**src/rtl/wb_port_arbiter.sv**
```systemverilog
// Shares the regfile write port between the WB stage and queued MDU results; 0-cycle grant path.
// Optional WB_ARB_PERF_EN adds saturating conflict/forced-stall counters. MDU backpressure via mdu_ready.
module wb_port_arbiter #(
   parameter int DEPTH        = 4,
   parameter int STARVE_LIMIT = 8
) (
   input  logic                     clk,
   input  logic                     rst,
   input  logic                     wb_load,
   input  logic [4:0]               wb_rd,
   input  logic [31:0]              wb_data,
   input  logic                     mdu_valid,
   input  logic [4:0]               mdu_rd,
   input  logic [31:0]              mdu_data,
   output logic                     mdu_ready,
   output logic                     stall_pipe,
   output logic                     rf_load,
   output logic [4:0]               rf_rd,
   output logic [31:0]              rf_data,
   output logic [$clog2(DEPTH):0]   fifo_count
`ifdef WB_ARB_PERF_EN
  ,output logic [31:0]              perf_conflicts,
   output logic [31:0]              perf_forced
`endif
);

   localparam int CNTW = $clog2(DEPTH) + 1;
   localparam int PW   = $clog2(DEPTH);
   localparam int AW   = $clog2(STARVE_LIMIT + 1);

   typedef enum logic {NORMAL, FORCE} state_t;

   state_t          state_q, state_d;
   logic [CNTW-1:0] count_q, count_d;
   logic [PW-1:0]   wr_ptr_q, rd_ptr_q;
   logic [AW-1:0]   age_q, age_d;
   logic [4:0]      rd_mem_q   [DEPTH];
   logic [31:0]     data_mem_q [DEPTH];

   logic empty, pipe_real, push, pop, conflict;

   assign empty      = (count_q == '0);
   assign pipe_real  = wb_load && (wb_rd != 5'd0);
   assign mdu_ready  = !rst && (count_q != CNTW'(DEPTH));
   assign push       = mdu_valid && mdu_ready && (mdu_rd != 5'd0);
   assign stall_pipe = (state_q == FORCE);
   assign fifo_count = count_q;

   always_comb begin
      state_d  = state_q;
      pop      = 1'b0;
      conflict = 1'b0;
      rf_load  = 1'b0;
      rf_rd    = 5'd0;
      rf_data  = 32'd0;
      case (state_q)
         NORMAL: begin
            if (pipe_real) begin
               rf_load  = 1'b1;
               rf_rd    = wb_rd;
               rf_data  = wb_data;
               conflict = !empty;
            end else if (!empty) begin
               rf_load = 1'b1;
               rf_rd   = rd_mem_q[rd_ptr_q];
               rf_data = data_mem_q[rd_ptr_q];
               pop     = 1'b1;
            end
            if ((age_q == AW'(STARVE_LIMIT)) && !pop) state_d = FORCE;
         end
         FORCE: begin
            // The frozen WB stage re-presents its write next cycle, so its inputs are ignored here.
            if (!empty) begin
               rf_load = 1'b1;
               rf_rd   = rd_mem_q[rd_ptr_q];
               rf_data = data_mem_q[rd_ptr_q];
               pop     = 1'b1;
            end
            state_d = NORMAL;
         end
         default: state_d = NORMAL;
      endcase
   end

   always_comb begin
      count_d = count_q;
      if (push && !pop)      count_d = count_q + 1'b1;
      else if (!push && pop) count_d = count_q - 1'b1;
      age_d = age_q;
      if (empty || pop)                     age_d = '0;
      else if (age_q != AW'(STARVE_LIMIT))  age_d = age_q + 1'b1;
   end

   always_ff @(posedge clk or posedge rst) begin
      if (rst) begin
         state_q  <= NORMAL;
         count_q  <= '0;
         wr_ptr_q <= '0;
         rd_ptr_q <= '0;
         age_q    <= '0;
      end else begin
         state_q <= state_d;
         count_q <= count_d;
         age_q   <= age_d;
         if (push) wr_ptr_q <= wr_ptr_q + 1'b1;
         if (pop)  rd_ptr_q <= rd_ptr_q + 1'b1;
      end
   end

   always_ff @(posedge clk) begin
      if (push) begin
         rd_mem_q[wr_ptr_q]   <= mdu_rd;
         data_mem_q[wr_ptr_q] <= mdu_data;
      end
   end

`ifdef WB_ARB_PERF_EN
   always_ff @(posedge clk or posedge rst) begin
      if (rst) begin
         perf_conflicts <= '0;
         perf_forced    <= '0;
      end else begin
         if (conflict && (perf_conflicts != '1)) perf_conflicts <= perf_conflicts + 1'b1;
         if (stall_pipe && (perf_forced != '1))  perf_forced    <= perf_forced + 1'b1;
      end
   end
`else
   logic unused_conflict;
   assign unused_conflict = conflict;
`endif

endmodule

```
**config.mk**
```make
export PLATFORM = sky130hd
export DESIGN_NAME = wb_port_arbiter
export DESIGN_NICKNAME = d
export VERILOG_FILES = /design/src/rtl/wb_port_arbiter.sv
export SDC_FILE = /design/constraint.sdc
export NUM_CORES = 1
export LEC_CHECK = 0
export BUFFER_PORTS_ARGS = -buffer_cell sky130_fd_sc_hd__buf_2
export CAP_MARGIN = 10
export CORE_MARGIN = 1.5
export CORE_UTILIZATION = 55
export DETAILED_ROUTE_END_ITERATION = 12
export GPL_ROUTABILITY_DRIVEN = 0
export PLACE_DENSITY_LB_ADDON = 0.2
export REMOVE_ABC_BUFFERS = 1
export SLEW_MARGIN = 20
export SYNTH_ARGS = -nofsm -noshare
export SYNTH_HDL_FRONTEND = slang
export SYNTH_SLANG_ARGS = --single-unit
export TNS_END_PERCENT = 100
```
**constraint.sdc**
```tcl
create_clock -name clk -period 5.3 [get_ports clk]
set_input_delay 1.06 -clock clk [delete_from_list [all_inputs] [get_ports clk]]
set_output_delay 1.06 -clock clk [all_outputs]
set_load 0.01 [all_outputs]
```
==> metrics.cfg, run 1 <==
[floorplan]
die_area_um2 = 12700
start_util = 0.573
row_count = 39
pin_count = 121
die_h_um = 113
coreArea_um2 = 11600
die_w_um = 113

[cells_and_area]
area_delta_synth_final_pct = 18.1
fill_cells = 756
fin_area_um2 = 7820
final_nets = 556
num_antenna_cells = 0
drive_above_1_share = 0.420

[clock_tree]
cts.clk_slew.worst_paths_ns = 0.06
cts_setup_buffers = 0
insertion_delay_ns = 0.41
ctsResizeCount = 0
cts_buffers = 17
clock_sinks = 160
hold_buffers = 0
h-tree-depth = 4
cts_tree = done
clock_tree.buffer_depth = 2
root_buffer = clkbuf_16

[hold_path]
worstHoldStart = age_q[3]
min_path_cells = 2
hp-class = reg -> reg
worst_hold_path.endpoint = age_q[3]

[flow_run]
drv_cap = 0

[critical_path]
crit_required_ns = 4.24
arrival_ns = 2.76
endpoint_kind = primary output
crit_path_max_fanout = 40
ff2ff_path_depth = 8
start_kind = input port
crit_type = in -> out
timing.rr.end = fifo_count[1]
rrSetupSlack_ns = 2.88
r2r_start = stall_pipe

[global_route]
antenna_found_initial = 1
grt_pass1_vias = 3788
overflow = 0
use_met1 = 0.269
grt_max_degree = 41
grt_pass1_wl_um = 19800
grt_use_total = 0.214
busiest_layer = met2
met2_usage = 0.363
use_met3 = 0.0562

[drt]
vias_per_cell = 5.79
first_pass_iters = 4
ant_nets = 0
drc = 0
routed_wirelength_um = 12600
post_drt_wl_per_cell_um = 20.1
vias = 3623
first_iter_violations = 166

[sta]
tightest_slew_ns = 1.04
final.setup.tns_ns = 0
slew_viol_final = 0
finalClockSkew_ns = 0.00804
rsz0062_at_grt = false
hold_violations = 0
post-route-min-period_ns = 3.82
fmax_mhz = 262
setup-violations-final = 0
maxSlewHeadroom = 0.305
fin_crit_sh = 0.720

[placed_design]
post-dp-hpwl_um = 7260
port_buffers = 120
place_area_um2 = 7290

[status]
status = finished clean

[synth]
synth_seq_cells = 160
yosysSeqAreaShare = 0.716
synthArstFlopShare = 0.0750
ys_types = 36
yosysTopAreaCell = edfxtp_1
synthFlopType = edfxtp_1
synth_top_area_frac = 0.671
syn_inst = 347
synth_edf_count = 148
ys_top_cells_by_area = edfxtp_1 (67%), mux4_2 (13%), o2bb2ai_1 (4.6%), dfrtp_1 (4.5%), nand2_1 (2.3%)
syn-cell-area_um2 = 6620
yosysWarningCount = 0
avgSynthCellArea_um2 = 19.1

[power]
total_power_w = 0.00376
p_leak_nw = 2.84
power_density_nw_per_um2 = 480
irDropWorstVdd_mv = 0.282

critical path: stages:
cell and delay [ns]:
buf_2 0.11, or4_4 0.56, o21ai_4 0.12, buf_4 0.42, nand2_1 0.11, o2bb2ai_1 0.21
buf_2 0.16
flip-flops by register name, indices dropped and copies added, names as in the netlist:
register	count
wr_ptr_q	2
data_mem_q	128
stall_pipe	1
rd_ptr_q	2
rd_mem_q	20
age_q	4
fifo_count	3
where the power goes:
group | leakage [nW] | total [W] | internal (W) | switching (W)
clock | 0.252 | 0.00110 | 0.000640 | 0.000457
combinational | 1.10 | 0.000944 | 0.000491 | 0.000453
sequential | 1.49 | 0.00172 | 0.00155 | 0.000169
total | 2.84 | 0.00376 | 0.00268 | 0.00108
cell usage after synthesis (4+ instances only):
library cell,instances
edfxtp_1,148
nor2_1,6
mux4_2,37
buf_6,9
ha_1,7
dfrtp_1,12
xor2_1,4
nand2_1,41
and2_1,4
xnor2_1,5
clkbuf_1,5
o2bb2ai_1,35
inv_1,6
kinds of logic (layout without fill, tap and decap cells):
kind of cell | Yosys count | count (layout) | share of synthesized area
muxes | 39 | 39 | 0.129
adders and majority gates | 8 | 8 | 0.0162
and+or+nand+nor | 65 | 65 | 0.0452
xor gates and xnor gates | 9 | 9 | 0.0119
buffers and inverters | 25 | 161 | 0.0268
AOI/OAI and AO/OA | 41 | 41 | 0.0542
DFF | 160 | 160 | 0.716
layer usage:
| layer | routed length [µm] | part of all wire |
|---|---|---|
| met4 | 153 | 0.012 |
| met1 | 5190 | 0.41 |
| met3 | 723 | 0.057 |
| met2 | 6500 | 0.52 |
| met5 | 13 | 0.0010 |
layout make-up:
type	count	area, µm²	area share
inverters	6	22.5	0.00288
flip-flops and latches	160	4750	0.607
clock inverters	11	92.6	0.0118
well taps	143	179	0.0229
multi-input cells	162	1720	0.219
clock buffers	21	440	0.0563
repair buffers	123	623	0.0797
cells in the final DEF, fill, tap and decap left out, drive strengths merged:
master      n
mux2        2
and2b       1
clkinvlp    3
edfxtp    148
o21ai       2
o211a       1
nor4        1
inv         6
mux4       37
buf       123
nand2      42
nor2        7
clkbuf     21
a21oi       2
or3         2
or4         2
bufinv      1
fa          1
and2        4
clkinv      7
nand3b      1
dfrtp      12
o2bb2ai    35
nor3        1
xnor2       5
nand3       4
ha          7
a211oi      1
xor2        4
through the flow:
stage / util / cells / hold WS, ns / setup WS (ns)
after floorplan: - / 328 / 0.505 / 1.44
after CTS: 0.676 / 626 / 0.553 / 1.46
final: 0.676 / 626 / 0.548 / 1.48
after global placement: 0.630 / 594 / 0.533 / 1.54
after global routing: 0.676 / 626 / 0.614 / 1.36
after detailed placement: 0.630 / 594 / 0.538 / 1.47
worst max-delay path by stage:
stage             startpoint           to  cells past startpoint
3_5_place_dp        wb_rd[0]   rf_data[7]                      7
2_1_floorplan  fifo_count[0]      rf_load                      2
3_3_place_gp        wb_rd[0]  rf_data[21]                      7
4_1_cts          rd_ptr_q[0]   rf_data[3]                      5
6_report            wb_rd[0]  rf_data[20]                      7
5_1_grt          rd_ptr_q[0]   rf_data[3]                      5
Power figures use the tool's default switching activity.
==> run 2: changes to the inputs <==
- ABC_AREA: unset -> 1
- CORE_UTILIZATION: 55 -> 51
- clock period: 5.3 -> 3.3 ns (I/O delays scaled with it)
==> run 2 against run 1 <==
Net effect:
- register-to-register slack worse by 2.1 ns
- sequential share of layout area is 6.0 points lower
- core utilization is 5.9 points lower
- die area rose by 20%
- count of clock-buffer cells in the layout is 1 lower
- first-iteration DRC count grew 64%
- wire length is 16% higher
- setup slack worse by 1.1 ns
- combinational power is 120% higher
- total power rose by 73%
- critical path type is now reg -> out
- largest cell class unchanged
- largest power group unchanged
==> metrics.cfg, run 2 <==
[status]
status = finished clean

[cells_and_area]
reg_top3 = data_mem_q (128), rd_mem_q (20), age_q (4)
final_nets = 962
largest_register_ffs = 128
area_delta_synth_final_pct = 16.8
fin_area_um2 = 8670
drive_above_1_share = 0.185
final_common_cell = nand2_1
most-common-layout-cells = nand2_1 (244), edfxtp_1 (148), buf_2 (120), inv_1 (91), nor2_1 (87)
regMostFlops = data_mem_q

[sta]
post-route-min-period_ns = 2.93
final.setup.tns_ns = 0
setup-violations-final = 0
tightest_slew_ns = 0.690
maxSlewHeadroom = 0.539
finalClockSkew_ns = 0.00389
fmax_mhz = 341
fin_crit_sh = 0.889
hold_violations = 0
slew_viol_final = 0
rsz0062_at_grt = false

[floorplan]
row_count = 43
coreArea_um2 = 14000
die_h_um = 124
die_w_um = 124
die_area_um2 = 15300
pin_count = 121
start_util = 0.529

[critical_path]
endpoint_kind = primary output
crit_buf_inv = 2
crit_required_ns = 2.64
cpMaxStageDelayCell = dfrtp_1
arrival_ns = 2.27
crit_family = simple AND/OR/NAND/NOR gates
slowest_delay_ns = 0.43
crit_type = reg -> out
crit_path_max_fanout = 24
rrSetupSlack_ns = 0.82
crit_chain = nor2_1 > nand2_2 > buf_4 > nand3_1 > nand2_1 > buf_2
start_kind = flop

[global_route]
grt_pass1_wl_um = 23000
grt_max_degree = 65
grt_use_total = 0.203
grt_pass1_vias = 4722
overflow = 0
antenna_found_initial = 3

[synth]
yosysMostFrequentCell = nand2_1
yosysSeqAreaShare = 0.639
synth_top_area_frac = 0.599
synthArstFlopShare = 0.0750
yosysWarningCount = 0
yosysTopAreaCell = edfxtp_1
avgSynthCellArea_um2 = 9.73
syn_inst = 763
ys_top_cells_by_area = edfxtp_1 (60%), nand2_1 (12%), nand3_1 (5.5%), inv_1 (4.6%), nor2_1 (4.6%)
syn-cell-area_um2 = 7420
synth_seq_cells = 160
ys_types = 21
synth_edf_count = 148
ys_top_cells_by_count = nand2_1 (245), edfxtp_1 (148), inv_1 (91), nor2_1 (91), nand3_1 (81)
synthFlopType = edfxtp_1

[flow_run]
drv_cap = 0

[clock_tree]
cts.clk_slew.worst_paths_ns = 0.06
h-tree-depth = 4
cts_setup_buffers = 0
cts_buffers = 17
hold_buffers = 0
cts_tree = done
insertion_delay_ns = 0.41
root_buffer = clkbuf_16
clock_tree.buffer_depth = 2
ctsResizeCount = 0
clock_sinks = 160

[placed_design]
place_area_um2 = 8160
post-dp-hpwl_um = 8950
port_buffers = 120

[drt]
routed_wirelength_um = 14600
first_iter_violations = 272
drc = 0
post_drt_wl_per_cell_um = 13.6
ant_nets = 0
vias = 5149
vias_per_cell = 4.81
first_pass_iters = 4

[hold_path]
hp-class = in -> async

[power]
irDropWorstVdd_mv = 0.386
p_leak_nw = 3.95
power_density_nw_per_um2 = 747

## run 2: cell count changes in the layout (fill, tap and decap cells not counted), moves of 10 or more
cell | previous run | this run
inv_1 | 6 | 91
nand3_1 | 3 | 81
nand2_1 | 41 | 244
nor2_1 | 6 | 87
or2_0 | 0 | 10
o2bb2ai_1 | 35 | 0
or2_1 | 0 | 27
mux4_2 | 37 | 0
## run 2: final timing paths
kind / start / cells after the start / to
hold / removal: rst / 3 / fifo_count[1]
min in group clk: mdu_data[14] / 1 / data_mem_q[3][14]
hold reg to reg: stall_pipe / 3 / stall_pipe
setup / recovery: fifo_count[0] / 6 / rf_data[2]
setup reg to reg: fifo_count[0] / 10 / fifo_count[2]
max in group asynchronous: rst / 3 / rd_ptr_q[0]
## run 2: cell type report
type	count	area [µm²]
Tap cell	180	225
Fill cell	1176	5370
Antenna cell	2	5.00
Multi-Input combinational cell	473	2130
Inverter	93	349
Clock inverter	11	73.8
Clock buffer	20	437
Sequential cell	160	4750
Timing Repair Buffer	131	708
## run 2: tightest hold or removal path, delay by kind of cell
kind,cells,cell delay [ns]
buf+inv,3,0.34
## run 2: per-layer routing
layer,up-vias,track usage,routed length [µm]
li1,2649,-,-
met1,2384,0.252,6330
met2,104,0.347,7370
met3,12,0.0467,713
met4,0,0.0776,167
met5,-,0,0
## run 2: cells by family after synthesis
kind of cell / Yosys count / share of synthesized area
xor+xnor: 6 / 0.00708
simple gates: 455 / 0.257
mux: 1 / 0.00152
buf+inv: 130 / 0.0789
compound gates: 3 / 0.00202
flops: 160 / 0.639
fa+ha+maj: 8 / 0.0145
## run 2: per-stage QoR
stage | utilization | setup WS (ns) | std cells | total power, W | hold WS, ns
4_1_cts | 0.617 | 0.313 | 1068 | 0.00655 | 0.225
3_3_place_gp | 0.581 | 0.692 | 1037 | 0.00476 | 0.516
2_1_floorplan | - | -0.268 | 726 | 0.00412 | 0.499
6_report | 0.618 | 0.367 | 1070 | 0.00648 | 0.237
3_5_place_dp | 0.581 | 0.635 | 1037 | 0.00485 | 0.532
5_1_grt | 0.617 | 0.198 | 1068 | 0.00696 | 0.241
## run 2: power breakdown
part | leakage [nW] | total, W | internal [W] | switching (W)
Sequential | 1.49 | 0.00266 | 0.00247 | 0.000190
Combinational | 2.21 | 0.00212 | 0.000796 | 0.00133
Clock | 0.255 | 0.00170 | 0.00101 | 0.000688
Total | 3.95 | 0.00648 | 0.00428 | 0.00220
